===== src/rtl/uart_pkg.sv =====
// Shared UART definitions: receiver state encoding, default rates and
// the oversampling divider calculation used by both receive and transmit paths.
`timescale 1ns/1ps
package uart_pkg;

  localparam int DEFAULT_CLOCK_RATE = 100000000;
  localparam int DEFAULT_BAUD_RATE  = 9600;
  localparam int DEFAULT_OVERSAMPLE = 16;

  typedef enum logic [2:0] {
    IDLE  = 3'd0,
    START = 3'd1,
    DATA  = 3'd2,
    STOP  = 3'd3,
    BREAK = 3'd4
  } uart_state_t;

  // System clocks per oversampling tick, truncated toward zero.
  function automatic int calc_div(input int clock_rate, input int baud_rate, input int oversample);
    return clock_rate / (baud_rate * oversample);
  endfunction

endpackage


===== src/rtl/uart_tick_gen.sv =====
// Clock-enable divider: tick is high for one clk every DIV clks.
// A synchronous clear restarts the count so the tick phase can be aligned
// to an external event (e.g. a detected start edge).
`timescale 1ns/1ps
module uart_tick_gen #(
  parameter int DIV = 10
) (
  input  logic clk,
  input  logic reset,
  input  logic clear,
  output logic tick
);

  localparam int CW = (DIV > 1) ? $clog2(DIV) : 1;
  localparam logic [CW-1:0] CNT_LAST = CW'(DIV - 1);

  logic [CW-1:0] cnt_r;

  // Free-running 0..DIV-1 counter, restarted by reset or clear.
  always_ff @(posedge clk) begin
    if (reset) begin
      cnt_r <= '0;
    end else if (clear) begin
      cnt_r <= '0;
    end else if (cnt_r == CNT_LAST) begin
      cnt_r <= '0;
    end else begin
      cnt_r <= cnt_r + CW'(1);
    end
  end

  assign tick = (cnt_r == CNT_LAST);

endmodule


===== src/rtl/uart_receiver.sv =====
// 8N1 UART receiver with 16x (parameterisable) oversampling. Start bit is
// confirmed at its midpoint, data and stop bits are sampled one bit period
// apart from there. A low stop bit reports a framing error once, then the
// receiver waits for the line to go high again so a break is not seen as
// a stream of frames.
`timescale 1ns/1ps
module uart_receiver
  import uart_pkg::*;
#(
  parameter int CLOCK_RATE = DEFAULT_CLOCK_RATE,
  parameter int BAUD_RATE  = DEFAULT_BAUD_RATE,
  parameter int OVERSAMPLE = DEFAULT_OVERSAMPLE,
  parameter int DATA_BITS  = 8
) (
  input  logic                 clk,
  input  logic                 reset,
  input  logic                 rx,
  output logic [DATA_BITS-1:0] data_out,
  output logic                 data_valid,
  output logic                 framing_error,
  output logic                 busy
);

  localparam int DIV = calc_div(CLOCK_RATE, BAUD_RATE, OVERSAMPLE);
  localparam int TW  = $clog2(OVERSAMPLE);
  localparam int BW  = $clog2(DATA_BITS + 1);

  localparam logic [TW-1:0] HALF_LAST = TW'(OVERSAMPLE / 2 - 1);
  localparam logic [TW-1:0] FULL_LAST = TW'(OVERSAMPLE - 1);
  localparam logic [BW-1:0] BITS_LAST = BW'(DATA_BITS - 1);

  if (DIV < 2 || OVERSAMPLE < 4 || (OVERSAMPLE % 2) != 0) begin : g_param_check
    $error("uart_receiver: need DIV >= 2 and an even OVERSAMPLE >= 4");
  end

  logic                 rx_meta_r;
  logic                 rx_sync_r;
  uart_state_t          state_r;
  logic [TW-1:0]        tick_cnt_r;
  logic [BW-1:0]        bit_cnt_r;
  logic [DATA_BITS-1:0] shift_r;
  logic                 tick_s;
  logic                 div_clear_s;

  // Two-flop synchronizer; idles high like the line itself.
  always_ff @(posedge clk) begin
    if (reset) begin
      rx_meta_r <= 1'b1;
      rx_sync_r <= 1'b1;
    end else begin
      rx_meta_r <= rx;
      rx_sync_r <= rx_meta_r;
    end
  end

  // Restart the divider on the start edge so ticks are phase-aligned to it.
  assign div_clear_s = (state_r == IDLE) && !rx_sync_r;

  uart_tick_gen #(
    .DIV (DIV)
  ) u_tick_gen (
    .clk   (clk),
    .reset (reset),
    .clear (div_clear_s),
    .tick  (tick_s)
  );

  // Receive FSM with registered data and one-cycle status pulses.
  always_ff @(posedge clk) begin
    if (reset) begin
      state_r       <= IDLE;
      tick_cnt_r    <= '0;
      bit_cnt_r     <= '0;
      shift_r       <= '0;
      data_out      <= '0;
      data_valid    <= 1'b0;
      framing_error <= 1'b0;
    end else begin
      data_valid    <= 1'b0;
      framing_error <= 1'b0;
      case (state_r)
        IDLE: begin
          if (!rx_sync_r) begin
            state_r    <= START;
            tick_cnt_r <= '0;
          end
        end
        START: begin
          if (tick_s) begin
            if (tick_cnt_r == HALF_LAST) begin
              // Mid start bit: a high line here was only a glitch.
              tick_cnt_r <= '0;
              bit_cnt_r  <= '0;
              state_r    <= rx_sync_r ? IDLE : DATA;
            end else begin
              tick_cnt_r <= tick_cnt_r + TW'(1);
            end
          end
        end
        DATA: begin
          if (tick_s) begin
            if (tick_cnt_r == FULL_LAST) begin
              tick_cnt_r <= '0;
              shift_r    <= {rx_sync_r, shift_r[DATA_BITS-1:1]};
              bit_cnt_r  <= bit_cnt_r + BW'(1);
              if (bit_cnt_r == BITS_LAST) begin
                state_r <= STOP;
              end
            end else begin
              tick_cnt_r <= tick_cnt_r + TW'(1);
            end
          end
        end
        STOP: begin
          if (tick_s) begin
            if (tick_cnt_r == FULL_LAST) begin
              tick_cnt_r <= '0;
              if (rx_sync_r) begin
                data_out   <= shift_r;
                data_valid <= 1'b1;
                state_r    <= IDLE;
              end else begin
                framing_error <= 1'b1;
                state_r       <= BREAK;
              end
            end else begin
              tick_cnt_r <= tick_cnt_r + TW'(1);
            end
          end
        end
        BREAK: begin
          if (rx_sync_r) begin
            state_r <= IDLE;
          end
        end
        default: begin
          state_r <= IDLE;
        end
      endcase
    end
  end

  assign busy = (state_r != IDLE);

endmodule

===== config.mk =====
export PLATFORM = sky130hd
export DESIGN_NAME = uart_receiver
export DESIGN_NICKNAME = d
export VERILOG_FILES = /design/src/rtl/uart_pkg.sv /design/src/rtl/uart_tick_gen.sv /design/src/rtl/uart_receiver.sv
export SDC_FILE = /design/constraint.sdc
export NUM_CORES = 1
export LEC_CHECK = 0
export ABC_AREA = 1
export CORE_MARGIN = 1.5
export CORE_UTILIZATION = 55
export CTS_CLUSTER_SIZE = 28
export DETAILED_ROUTE_END_ITERATION = 6
export MAX_ROUTING_LAYER = met4
export PLACE_DENSITY_LB_ADDON = 0.3
export REMOVE_ABC_BUFFERS = 1
export SLEW_MARGIN = 10
export SYNTH_ARGS = -nofsm -noshare
export SYNTH_HDL_FRONTEND = slang
export SYNTH_HIERARCHICAL = 1
export SYNTH_SLANG_ARGS = --single-unit
export TNS_END_PERCENT = 1

===== constraint.sdc =====
create_clock -name clk -period 3.1 [get_ports clk]
set_input_delay 0.62 -clock clk [delete_from_list [all_inputs] [get_ports clk]]
set_output_delay 0.62 -clock clk [all_outputs]
set_load 0.05 [all_outputs]

# Word-level counts from Yosys, hierarchy flattened

Index checks and enable logic that the tools add are counted.

Output and inout bits: 11
Bits of input ports: 3
Word-level logic and storage cells: 73
Bits in registers: 41

Reduce and logical (&&, ||, !) cells: 14
Equal/unequal tests: 18
Multiplexer cells: 25
Bitwise logic cells: 3
$add $sub $neg: 3

Operators with widths:

| operator                                       | number |
|---|---|
| 2-to-1 mux 4 bit                               | 9 |
| 2-to-1 mux 3 bit                               | 10 |
| inequality test 2 bit (second input constant)  | 9 |
| one-hot mux 3 bit (5 select lines)             | 1 |
| one-hot mux 4 bit (3 select lines)             | 1 |
| adder 10 x 1 -> 10 bit (second input constant) | 1 |
| == test 10 bit (second input constant)         | 1 |
| AND reduction 9 bit                            | 1 |
| adder 4 x 1 -> 4 bit (second input constant)   | 2 |
| == test 4 x 3 -> 1 bit (second input constant) | 2 |
| one-hot mux 4 bit (2 select lines)             | 1 |
| AND reduction 4 bit                            | 2 |
| == test 3 x 2 -> 1 bit (second input constant) | 2 |
| nonzero test 3 bit                             | 2 |
| AND reduction 5 bit                            | 1 |
| == test 4 bit (second input constant)          | 1 |
| OR reduction 4 bit                             | 1 |
| == test 3 x 1 -> 1 bit (second input constant) | 1 |
| == test 3 bit (second input constant)          | 1 |
| logical NOT 3 bit                              | 1 |
| inverter 1 bit                                 | 3 |
| AND reduction 3 bit                            | 1 |
| OR reduction 3 bit                             | 1 |
| 2-to-1 mux 1 bit                               | 2 |
| 6 further kinds                                | 6 |

# Logic depth before layout (Yosys ltp)

Gate-level depths: netlist of the first run.

Depth in word-level cells: 5
Gate-level depth with buffers: 16
Mapped depth without buffers: 16

# Hierarchy

Netlist of the first run, hierarchy kept.

By module, submodules not included:

| module        | area each (um^2) | seq. area each (um^2) | instances | cells each |
|---|---|---|---|---|
| uart_receiver | 1377.6           | 620.6                 | 1         | 189 |
| uart_tick_gen | 508.0            | 200.2                 | 1         | 69 |

# Least setup slack after synthesis of the first run

Ideal clock, no wire load.

Kind: flip-flop to flip-flop
Start point: register u_tick_gen.cnt_r[0]
End point: register bit_cnt_r[0]
Required time: 2985 ps
Setup slack: 1450 ps
Period minus slack after synthesis: 1650 ps
Cell stages (with the launch flop): 15
Buffers on the path: 0
Arrival time: 1535 ps
Setup time: 115 ps
Path through: dfxtp_1 -> inv_1 -> ha_1 -> nand2_1 -> nor2_1 -> nand3_2 -> inv_1 -> inv_1 -> nor2_1 -> nand2_1 -> nand2_2 -> nand2_2 -> nand2_1 -> o21ai_1 -> and2_1

Word-level cells in the longest chain between the ends: 3
Elaborated cells on any way between the ends: 4
Those cells by class: eq/ne: 3; reduce/logical: 1

Ends and longest elaborated chain:

| what                                   | RTL line             | source |
|---|---|---|
| start, declared                        | uart_tick_gen.sv:17  | `logic [CW-1:0] cnt_r;` |
| start signal, assigned                 | uart_tick_gen.sv:28  | `cnt_r <= cnt_r + CW'(1);` |
| == test 10 bit *                       | uart_tick_gen.sv:32  | `assign tick = (cnt_r == CNT_LAST);` |
| net tick_s                             | uart_receiver.sv:42  | `logic tick_s;` |
| inequality test 2 bit (no source line) | -                    |  |
| AND reduction 5 bit (no source line) * | -                    |  |
| end signal, assigned                   | uart_receiver.sv:105 | `bit_cnt_r <= bit_cnt_r + BW'(1);` |
| end, declared                          | uart_receiver.sv:40  | `logic [BW-1:0] bit_cnt_r;` |

Mark *: on every way through the listed nets, which the timed path passes. The rest lies on a longest branch.
A chain may end at the register's enable or synchronous reset.

# Worst setup path in the final report of the first run

Start point: register state_r[1]
End point: output busy

Word-level cells in the longest chain between the ends: 1

Ends and longest elaborated chain:

| what                   | RTL line             | source |
|---|---|---|
| start, declared        | uart_receiver.sv:38  | `uart_state_t state_r;` |
| start signal, assigned | uart_receiver.sv:94  | `state_r <= rx_sync_r ? IDLE : DATA;` |
| nonzero test 3 bit     | uart_receiver.sv:143 | `assign busy = (state_r != IDLE);` |
| end, declared          | uart_receiver.sv:21  | `output logic busy` |

Every way passes these cells.

==> results.md, run 1 <==
* LEAKAGE at 0.841 nW
* Die width at 61.6 um
* Worst EP arrival at 1.82 ns
* Drt total wl at 3500 um
* IO Pins at 14
* Clk sinks at 41
* Port Buf Inserts at 13
* Vias in the first global route at 1374
* Antenna violations before repair at 0
* Number of vias per cell at 5.03
* Worst-margin pin slew at 0.527 ns
* Largest net degree at the start of global routing at 22
* Pwr Total at 1.32 mW
* Grt ovf at 0
* Net switching fraction of the power at 0.354
* Crit path launch: state_r[1]
* Fillers at 321
* Core Util, Final at 0.644
* Register bit count reported by yosys at 41
* Max Freq at 409 MHz
* Clk buf depth at 2
* Mean Syn Cell Area at 7.31 um^2
* Min-delay worst type: reg2reg
* Tmin final at 2.44 ns
* Ant diodes at 0
* Area growth from synthesis to layout at 13.1%
* DP Area at 2050 um^2
* Slowest stage delay, CP at 0.80 ns
* Worst path cell trace: nor2_1 -> nand2_1 -> clkdlybuf4s50_1
* Starting density of the core at 0.570
* Hold WS at 0.422 ns
* CTS resizes at 0
* Layout cells sized above 1 at 0.0873
* Hold Path Origin: rx_meta_r
* Routed via count at 1616
* Routability cong. at 0.952
* 1st-iter DRT viols at 104
* Worst path slowest cell: clkdlybuf4s50_1
* Global-route wire length before repair at 5860 um
* Design area at 2130 um^2
* Period utilization at 0.788
* Clock buffer count from CTS at 5
* CTS H-tree lvls at 2
* Max_cap viols at 0
* Worst skew pair latency at 0.34 ns
* Post-synthesis sequential area ratio at 0.435
* CTS tree: built
* Total power divided by cell area at 618 nW/um^2
* Area of the multi-input gates at 935 um^2
* Row count at 21
* Final Hold Vio Count at 0
* Crit path required time at 2.48 ns
* Net Switching at 0.466 mW
* DRC violations left at 0
* Crit-path max FO at 7
* Combinational Power Share at 0.287
* Setup bufs post-CTS at 0
* Die area at 3790 um^2
* Syn Std Cell Area at 1890 um^2
* Core Footprint at 3310 um^2
* DR pass1 iterations at 4
* Internal at 0.850 mW
* CP startpoint kind: register
* Relative slew margins at 0.648
* Finish-stage setup viols at 0
* Wire per inst at 10.9 um
* Register area at 821 um^2
* Clock-pin slew on the worst setup and hold paths at 0.12 ns
* Final clock skew at 0.00818 ns
* CP Capture Type: output port
* Crit Path Class: reg2out
* Post-CTS Hold Buffers at 0
* Max Transition Viols Final at 0
* RSZ-0062 raised after global routing: false
* DRT antenna net count at 0
* Nets at 281
* Global-route usage over all layers at 0.214
* Synth Warn # at 6
* Unique masters post-synth at 26
* Setup TNS at 0 ns
* Reg-to-reg startpoint: u_tick_gen/cnt_r[1]
* Post-synthesis cell count at 258
* Maximum vdd drop at 0.308 mV
* Sequential power share at 0.455
* Die Y at 61.6 um
* Root Driver: clkbuf_4
* Clock share of power at 0.258
* DP HPWL at 2570 um
* Outcome: finished, final reports clean
## cell usage in the layout, fill, tap and decap left out, drive strengths merged
master and instances:
xnor2 2, nor3 3, o211ai 1, a21oi 27, inv 27, nand4 6, nor2 42, o21ai 22
xor2 3, nand2 53, clkinv 1, clkdlybuf4s50 13, nand3b 2, dfxtp 41, ha 4, bufinv 1
and2 1, clkbuf 6, or2 3, nand3 16, buf 1
## cell usage after synthesis
cell type	count	area [um^2]
nand3_1	12	60.1
buf_6	1	11.3
nand4_1	6	37.5
xnor2_1	2	17.5
buf_2	2	10.0
clkbuf_1	2	7.51
o21ai_1	2	10.0
nor2_4	2	22.5
a21oi_1	27	135
nand3b_1	2	15.0
nand3_2	4	40.0
and2_1	1	6.26
dfxtp_1	41	821
inv_1	26	97.6
nand2_1	50	188
xor2_1	3	26.3
o211ai_1	1	7.51
nor2_2	2	12.5
nor2_1	38	143
ha_1	4	50.1
nor3_1	2	10.0
or2_2	3	18.8
nand2_2	3	18.8
nor3_4	1	16.3
inv_2	1	3.75
o21ai_0	20	100
## metrics by stage
step / instances / worst slack, ns
2_1_floorplan: 253 / 1.30
3_3_place_gp: 313 / 1.06
3_5_place_dp: 313 / 1.04
4_1_cts: 321 / 0.647
5_1_grt: 321 / 0.532
6_report: 321 / 0.657
## state kept, by name, indices dropped and copies added, names as in the netlist
signal and flops:
bit_cnt_r 4, data_out 8, data_valid 1, framing_error 1, rx_meta_r 1, rx_sync_r 1, shift_r 8, state_r 3
tick_cnt_r 4, u_tick_gen/cnt_r 10
## power groups by stage
| stage | registers, mW | clock network, mW | logic [mW] |
|---|---|---|---|
| floorplan | 0.602 | 0 | 0.295 |
| global placement | 0.609 | 0 | 0.372 |
| detailed placement | 0.610 | 0 | 0.377 |
| CTS | 0.598 | 0.347 | 0.378 |
| global route | 0.605 | 0.369 | 0.431 |
| finish | 0.599 | 0.340 | 0.378 |
## final cells by class
| class | count | share of cell area |
|---|---|---|
| Multi-Input combinational cell | 185 | 0.438 |
| Clock buffer | 6 | 0.0194 |
| Clock inverter | 2 | 0.0182 |
| Sequential cell | 41 | 0.385 |
| Tap cell | 46 | 0.0270 |
| Inverter | 27 | 0.0475 |
| Timing Repair Buffer | 14 | 0.0646 |
## logic make-up (layout without fill, tap and decap cells)
group | count (synthesis) | count (layout) | synth area share
AOI/OAI and AO/OA | 50 | 50 | 0.134
xor gates and xnor gates | 5 | 5 | 0.0232
adders and majority gates | 4 | 4 | 0.0265
buffers and inverters | 32 | 49 | 0.0690
DFF | 41 | 41 | 0.435
and+or+nand+nor | 126 | 126 | 0.312
## per-layer routing
metal  vias to the layer above  track usage  share of wire
li1                        866            -              -
met1                       714        0.280           0.50
met2                        34        0.328           0.45
met3                         2       0.0693          0.048
met4                         0       0.0365         0.0054
met5                         -            -              0
## worst max-delay path: cells and delay by family, from the launching register on
kind | cells | cell delay [ns]
flops | 1 | 0.47
simple gates | 2 | 0.22
buf+inv | 1 | 0.80
## path summary, 6_finish.rpt
path	slack, ns	depth (start not counted)	endpoint
max reg2reg	1.04	13	bit_cnt_r[0]
min	0.42	1	rx_sync_r
min reg2reg	0.42	1	rx_sync_r
max	0.66	3	busy
Note: power is estimated with default switching activity, not from simulation.
==> inputs of run 2 (changes only) <==
Settings changed: CORE_UTILIZATION 55 to 51.
Clock period 3.1 ns to 2.2 ns, I/O delays scaled along.
==> run 2 against run 1 <==
Routed wire length up 2.8%. Flip-flop and latch count did not move. Sequential power up 41%. Die area up 7.5%. Sequential share of layout area down 1.1 points. Cell count increased by 0.31%. Non-clock buffer count rose by 1. Worst hold slack about the same. Count of clock-buffer cells in the layout decreased by 1. Utilization decreased by 0.64 points. Register-to-register slack lost 0.67 ns. Largest power group unchanged.
==> results.md, run 2 (synthesis gave the netlist of run 1 again) <==
* Max_cap viols at 0 (unchanged)
* CTS H-tree lvls at 2 (unchanged)
* LEAKAGE at 0.873 nW (+3.8%)
* Period utilization at 0.853
* Post-CTS Hold Buffers at 0 (unchanged)
* Net Switching at 0.690 mW (+48%)
* Nets at 282 (+0.36%)
* Wire per inst at 11.2 um (+2.5%)
* Antenna violations before repair at 0 (unchanged)
* Largest net degree at the start of global routing at 22 (unchanged)
* Number of vias per cell at 5.14 (+2.1%)
* Net switching fraction of the power at 0.329 (-0.0250)
* Vias in the first global route at 1503 (+9.4%)
* DP HPWL at 2530 um (-1.6%)
* Clk sinks at 41 (unchanged)
* Met1 WL at 1750 um (+1.2%)
* Crit Path Class: reg2out
* Die width at 63.8 um (+3.7%)
* Port Buf Inserts at 13 (unchanged)
* CTS tree: built
* Area growth from synthesis to layout at 16.4%
* Die area at 4070 um^2 (+7.5%)
* Setup TNS at 0 ns (unchanged)
* Worst Path Buf+Inv at 1 (unchanged)
* CP startpoint kind: register
* Clock share of power at 0.347 (+0.089)
* Relative slew margins at 0.644 (-0.00402)
* Internal at 1.41 mW (+65%)
* Regs by FF count: u_tick_gen/cnt_r x10, data_out x8, shift_r x8
* Die Y at 63.8 um (+3.7%)
* Drt total wl at 3600 um (+2.8%)
* Clock buffer count from CTS at 5 (unchanged)
* Routed via count at 1655 (+2.4%)
* Commonest cells after routing, fill and taps aside: nand2_1, dfxtp_1, nor2_1
* IO Pins at 14 (unchanged)
* Slowest stage delay, CP at 0.80 ns (about the same)
* Clk buf depth at 2 (unchanged)
* Outcome: finished, final reports clean
* RSZ-0062 raised after global routing: false
* Layout cells sized above 1 at 0.0978 (+0.0106)
* Crit-path max FO at 2 (-5)
* Number of flip-flops under the largest register name at 10 (unchanged)
* Grt ovf at 0 (unchanged)
* Sequential power share at 0.404 (-0.051)
* Worst EP arrival at 1.44 ns (-0.38 ns)
* Register with the most flip-flops: u_tick_gen/cnt_r
* DRT antenna net count at 0 (unchanged)
* Core Footprint at 3440 um^2 (+4.0%)
* 1st-iter DRT viols at 93 (-11%)
* Setup bufs post-CTS at 0 (unchanged)
* Met3 Wirelength at 178 um (+5.3%)
* Global-route wire length before repair at 6310 um (+7.8%)
* Ant diodes at 0 (unchanged)
* Worst-margin pin slew at 0.533 ns (+0.00603 ns)
* Commonest non-fill, non-tap cell in the layout: nand2_1
* Tmin final at 1.88 ns
* Global-route usage over all layers at 0.201 (-0.0130)
* Routability cong. at 0.892 (-6.3%)
* Root Driver: clkbuf_8
* Max Transition Viols Final at 0 (unchanged)
* Max Freq at 533 MHz
* Total power divided by cell area at 956 nW/um^2 (+55%)
* Finish-stage setup viols at 0 (unchanged)
* Maximum vdd drop at 0.528 mV (+71%)
* Worst path slowest cell: clkdlybuf4s50_1
* Metal2 WL at 1590 um (+0.63%)
* Starting density of the core at 0.548 (-0.0217)
* Worst skew pair latency at 0.30 ns (-0.04 ns)
* Pwr Total at 2.10 mW (+59%)
* Reg2reg setup slack at 0.37 ns (-0.67 ns)
* DRC violations left at 0 (unchanged)
* CTS resizes at 0 (unchanged)
* Min-delay worst type: reg2reg
* Worst path cell trace: clkdlybuf4s50_1
* Max layer used: met4
* Row count at 21 (unchanged)
* Combinational Power Share at 0.249 (-0.038)
* Crit path required time at 1.76 ns (-0.72 ns)
* Final Hold Vio Count at 0 (unchanged)
* Critical path's top delay family: buffers and inverters
* Clock-pin slew on the worst setup and hold paths at 0.08 ns (-0.04 ns)
* CP Capture Type: output port
* DR pass1 iterations at 4 (unchanged)
* Final clock skew at 0.00527 ns (-0.00291 ns)
run 2: cell types whose count changed in the layout (fill, tap and decap cells not counted):
| cell | change |
|---|---|
| clkbuf_8 | +5 |
| clkbuf_4 | -5 |
| clkinv_4 | -1 |
| buf_4 | +2 |
| bufinv_16 | +1 |
| inv_6 | +1 |
| clkdlybuf4s50_1 | -1 |
| clkbuf_1 | -1 |
run 2: path summary, 6_finish.rpt:
check / start / end / cells past startpoint
max: data_out[3] / data_out[3] / 1
min: rx_meta_r / rx_sync_r / 1
max reg2reg: u_tick_gen/cnt_r[0] / data_out[1] / 11
min reg2reg: rx_meta_r / rx_sync_r / 1
run 2: power by group through the flow:
stage / combinational [mW] / sequential, mW / clock [mW]
finish: 0.523 / 0.847 / 0.728
global route: 0.598 / 0.852 / 0.770
CTS: 0.522 / 0.846 / 0.742
detailed placement: 0.519 / 0.863 / 0
global placement: 0.517 / 0.862 / 0
floorplan: 0.415 / 0.848 / 0
run 2: cell type report:
type                            count  area, um^2
Fill cell                         301        1250
Multi-Input combinational cell    185         935
Sequential cell                    41         821
Timing Repair Buffer               15         143
Inverter                           27         101
Clock buffer                        5        68.8
Clock inverter                      3        68.8
Tap cell                           46        57.6
run 2: routing by layer:
| metal | vias up | GRT usage |
|---|---|---|
| met5 | - | - |
| met4 | 0 | 0.114 |
| met3 | 8 | 0.0405 |
| met2 | 48 | 0.299 |
| met1 | 732 | 0.253 |
| li1 | 867 | - |
run 2: through the flow:
stage / std cells / setup WS, ns / utilization / hold slack [ns] / instance area, um^2
floorplan: 253 / 0.405 / - / 0.389 / 1860
CTS: 322 / 0.307 / 0.638 / 0.417 / 2190
finish: 322 / 0.323 / 0.638 / 0.423 / 2190
global placement: 314 / 0.411 / 0.598 / 0.394 / 2060
global route: 322 / 0.0752 / 0.638 / 0.435 / 2190
detailed placement: 314 / 0.383 / 0.598 / 0.397 / 2060
==> inputs of run 3 (changes only) <==
Settings changed: ABC_AREA 1 to unset.
==> run 3 against run 2 <==
Global-route usage up 1.0 points. Largest cell class unchanged. Area after synthesis fell by 1.3%. Utilization up 1.5 points. Via count fell by 6.9%. Clock power shrank 31%. Combinational power decreased by 88%. Register-to-register slack worse by 0.29 ns. Sequential power decreased by 11%.
==> results.md, run 3 <==
* Main area contributors after synthesis: dfxtp_1, mux2i_1, nor2_1, nand2_1, a21oi_1
* Min-delay worst type: reg2reg
* Max Transition Viols Final at 0 (unchanged)
* Clock buffer count from CTS at 5 (unchanged)
* Post-synth EDFFs at 0 (unchanged)
* LEAKAGE at 0.786 nW (-9.9%)
* Core Footprint at 3420 um^2 (-0.76%)
* Synth Warn # at 6 (unchanged)
* Die Y at 63.4 um (-0.63%)
* Most frequent cell after synthesis: dfxtp_1
* Clock-pin slew on the worst setup and hold paths at 0.13 ns (+0.05 ns)
* Period utilization at 0.964 (+0.111)
* Wire per inst at 13.5 um (+21%)
* Max_cap viols at 0 (unchanged)
* Number of flip-flops under the largest register name at 10 (unchanged)
* Setup TNS at 0 ns (unchanged)
* Maximum vdd drop at 0.395 mV (-25%)
* Post-synth ARST share at 0 (unchanged)
* Drt total wl at 3780 um (+5.0%)
* Crit path required time at 2.50 ns (+0.74 ns)
* Clk sinks at 41 (unchanged)
* Worst path slowest cell: or4_1
* Worst EP arrival at 2.42 ns (+0.98 ns)
* CTS tree: built
* Finish-stage setup viols at 0 (unchanged)
* Number of vias per cell at 5.50 (+7.1%)
* IO Pins at 14 (unchanged)
* Commonest non-fill, non-tap cell in the layout: dfxtp_1
* Unique masters post-synth at 44 (+69%)
* CP startpoint kind: register
* Tmin final at 2.12 ns (+0.245 ns)
* Post-synthesis sequential area ratio at 0.441 (+0.00585)
* Die area at 4020 um^2 (-1.3%)
* Routed via count at 1541 (-6.9%)
* Top FF cell, synth: dfxtp_1
* Pwr Total at 1.32 mW (-37%)
* Nets at 240 (-15%)
* Root Driver: clkbuf_4
* Row count at 21 (unchanged)
* Area growth from synthesis to layout at 19.8%
* Syn Std Cell Area at 1860 um^2 (-1.3%)
* Crit Path Class: reg2reg
* Crit-path max FO at 3 (+1)
* Register with the most flip-flops: u_tick_gen/cnt_r
* Regs by FF count: u_tick_gen/cnt_r x10, data_out x8, shift_r x8
* Starting density of the core at 0.545 (-0.00311)
* Worst Path Buf+Inv at 1 (unchanged)
* Yosys top cell area share at 0.441 (+0.00585)
* Critical path's top delay family: simple AND/OR/NAND/NOR gates
* Global-route wire length before repair at 6440 um (+2.0%)
* Routability cong. at 0.815 (-8.6%)
* Worst skew pair latency at 0.36 ns (+0.06 ns)
* Relative slew margins at 0.554 (-0.0901)
* Grt ovf at 0 (unchanged)
* Ant diodes at 0 (unchanged)
* Outcome: finished, final reports clean
* Largest net degree at the start of global routing at 19 (-14%)
* Layout cells sized above 1 at 0.184 (+0.0859)
* Max Freq at 471 MHz (-12%)
* 1st-iter DRT viols at 65 (-30%)
* Post-synthesis cell count at 208 (-19%)
* Dominant cell type by area after synthesis: dfxtp_1
* Slowest stage delay, CP at 0.46 ns (-0.34 ns)
* DRC violations left at 0 (unchanged)
* Synth cell count leaders: dfxtp_1, nor2_1, nand2_1
* DRT antenna net count at 0 (unchanged)
* Commonest cells after routing, fill and taps aside: dfxtp_1, nor2_1, nand2_1
* Port Buf Inserts at 13 (unchanged)
* DR pass1 iterations at 5 (+1)
* Register bit count reported by yosys at 41 (unchanged)
* Worst-margin pin slew at 0.668 ns (+0.135 ns)
* Antenna violations before repair at 0 (unchanged)
* Global-route usage over all layers at 0.211 (+0.0102)
* Clk buf depth at 2 (unchanged)
* DP HPWL at 2600 um (+2.6%)
* Final Hold Vio Count at 0 (unchanged)
* Final clock skew at 0.0105 ns (+0.00518 ns)
* CP Capture Type: register
* Total power divided by cell area at 594 nW/um^2 (-38%)
* Worst path cell trace: or3b_4 -> nor3_2 -> buf_4 -> nand4_4 -> or3_4 -> or4_1 -> o21ai_0
* Die width at 63.4 um (-0.63%)
* CTS H-tree lvls at 2 (unchanged)
* Mean Syn Cell Area at 8.94 um^2 (+22%)
* Vias in the first global route at 1455 (-3.2%)
* Post-CTS Hold Buffers at 0 (unchanged)
## run 3: cell count changes in the layout (fill, tap and decap cells not counted), moves of 8 or more
cell     previous run  this run
mux2i_1             0         8
nor2_1             38        23
nand2_1            50        22
a21oi_1            27        13
o21ai_0            20        10
inv_1              26         7
buf_4               3        16
## run 3: metal layers
metal | vias up | wire length (um) | GRT usage
met5 | - | 0 | -
met4 | 0 | 63 | 0.0842
met3 | 5 | 165 | 0.0589
met2 | 27 | 1780 | 0.346
met1 | 724 | 1760 | 0.243
li1 | 785 | - | -
## run 3: final timing paths
path,from,endpoint,slack [ns],cells after the start
setup reg to reg,u_tick_gen/cnt_r[4],bit_cnt_r[3],0.08,7
setup / recovery,u_tick_gen/cnt_r[4],bit_cnt_r[3],0.08,7
hold reg to reg,rx_meta_r,rx_sync_r,0.43,1
hold / removal,rx_meta_r,rx_sync_r,0.43,1
## run 3: cell families after synthesis
group | after synthesis | synth area share
AND/OR/NAND/NOR | 89 | 0.266
AO/OA/AOI/OAI | 41 | 0.146
flip-flops | 41 | 0.441
buffers and inverters | 19 | 0.0484
multiplexers | 9 | 0.0484
XOR/XNOR | 5 | 0.0235
adder cells (fa/ha/maj) | 4 | 0.0269
## run 3: timing repair
action | CTS | global route
gates resized for setup | 1 | 8
setup endpoints to repair | 5 | 19
setup buffers | 2 | 1
pin swaps | 1 | 2
## run 3: layout make-up
class,count,area (um^2)
Clock buffer,6,41.3
Inverter,7,26.3
Multi-Input combinational cell,148,981
Sequential cell,41,822
Timing Repair Buffer,30,263
Clock inverter,2,38.8
Fill cell,276,1190
Tap cell,46,57.6
## run 3: power breakdown
group / leakage (nW) / switching (mW) / internal (mW) / total, mW
clock: 0.0424 / 0.262 / 0.242 / 0.504
combinational: 0.412 / 0.0361 / 0.0283 / 0.0645
sequential: 0.332 / 0.00703 / 0.750 / 0.757
total: 0.786 / 0.305 / 1.02 / 1.32
## run 3: per-stage QoR
stage / hold WS, ns / worst slack [ns] / instance area, um^2 / cells / util
finish: 0.427 / 0.0785 / 2230 / 280 / 0.653
floorplan: 0.389 / -0.387 / 1800 / 196 / -
detailed placement: 0.397 / -0.00960 / 2090 / 269 / 0.611
CTS: 0.427 / 0.00256 / 2190 / 279 / 0.640
global placement: 0.398 / 0.101 / 2090 / 269 / 0.611
global route: 0.440 / -0.00419 / 2230 / 280 / 0.653
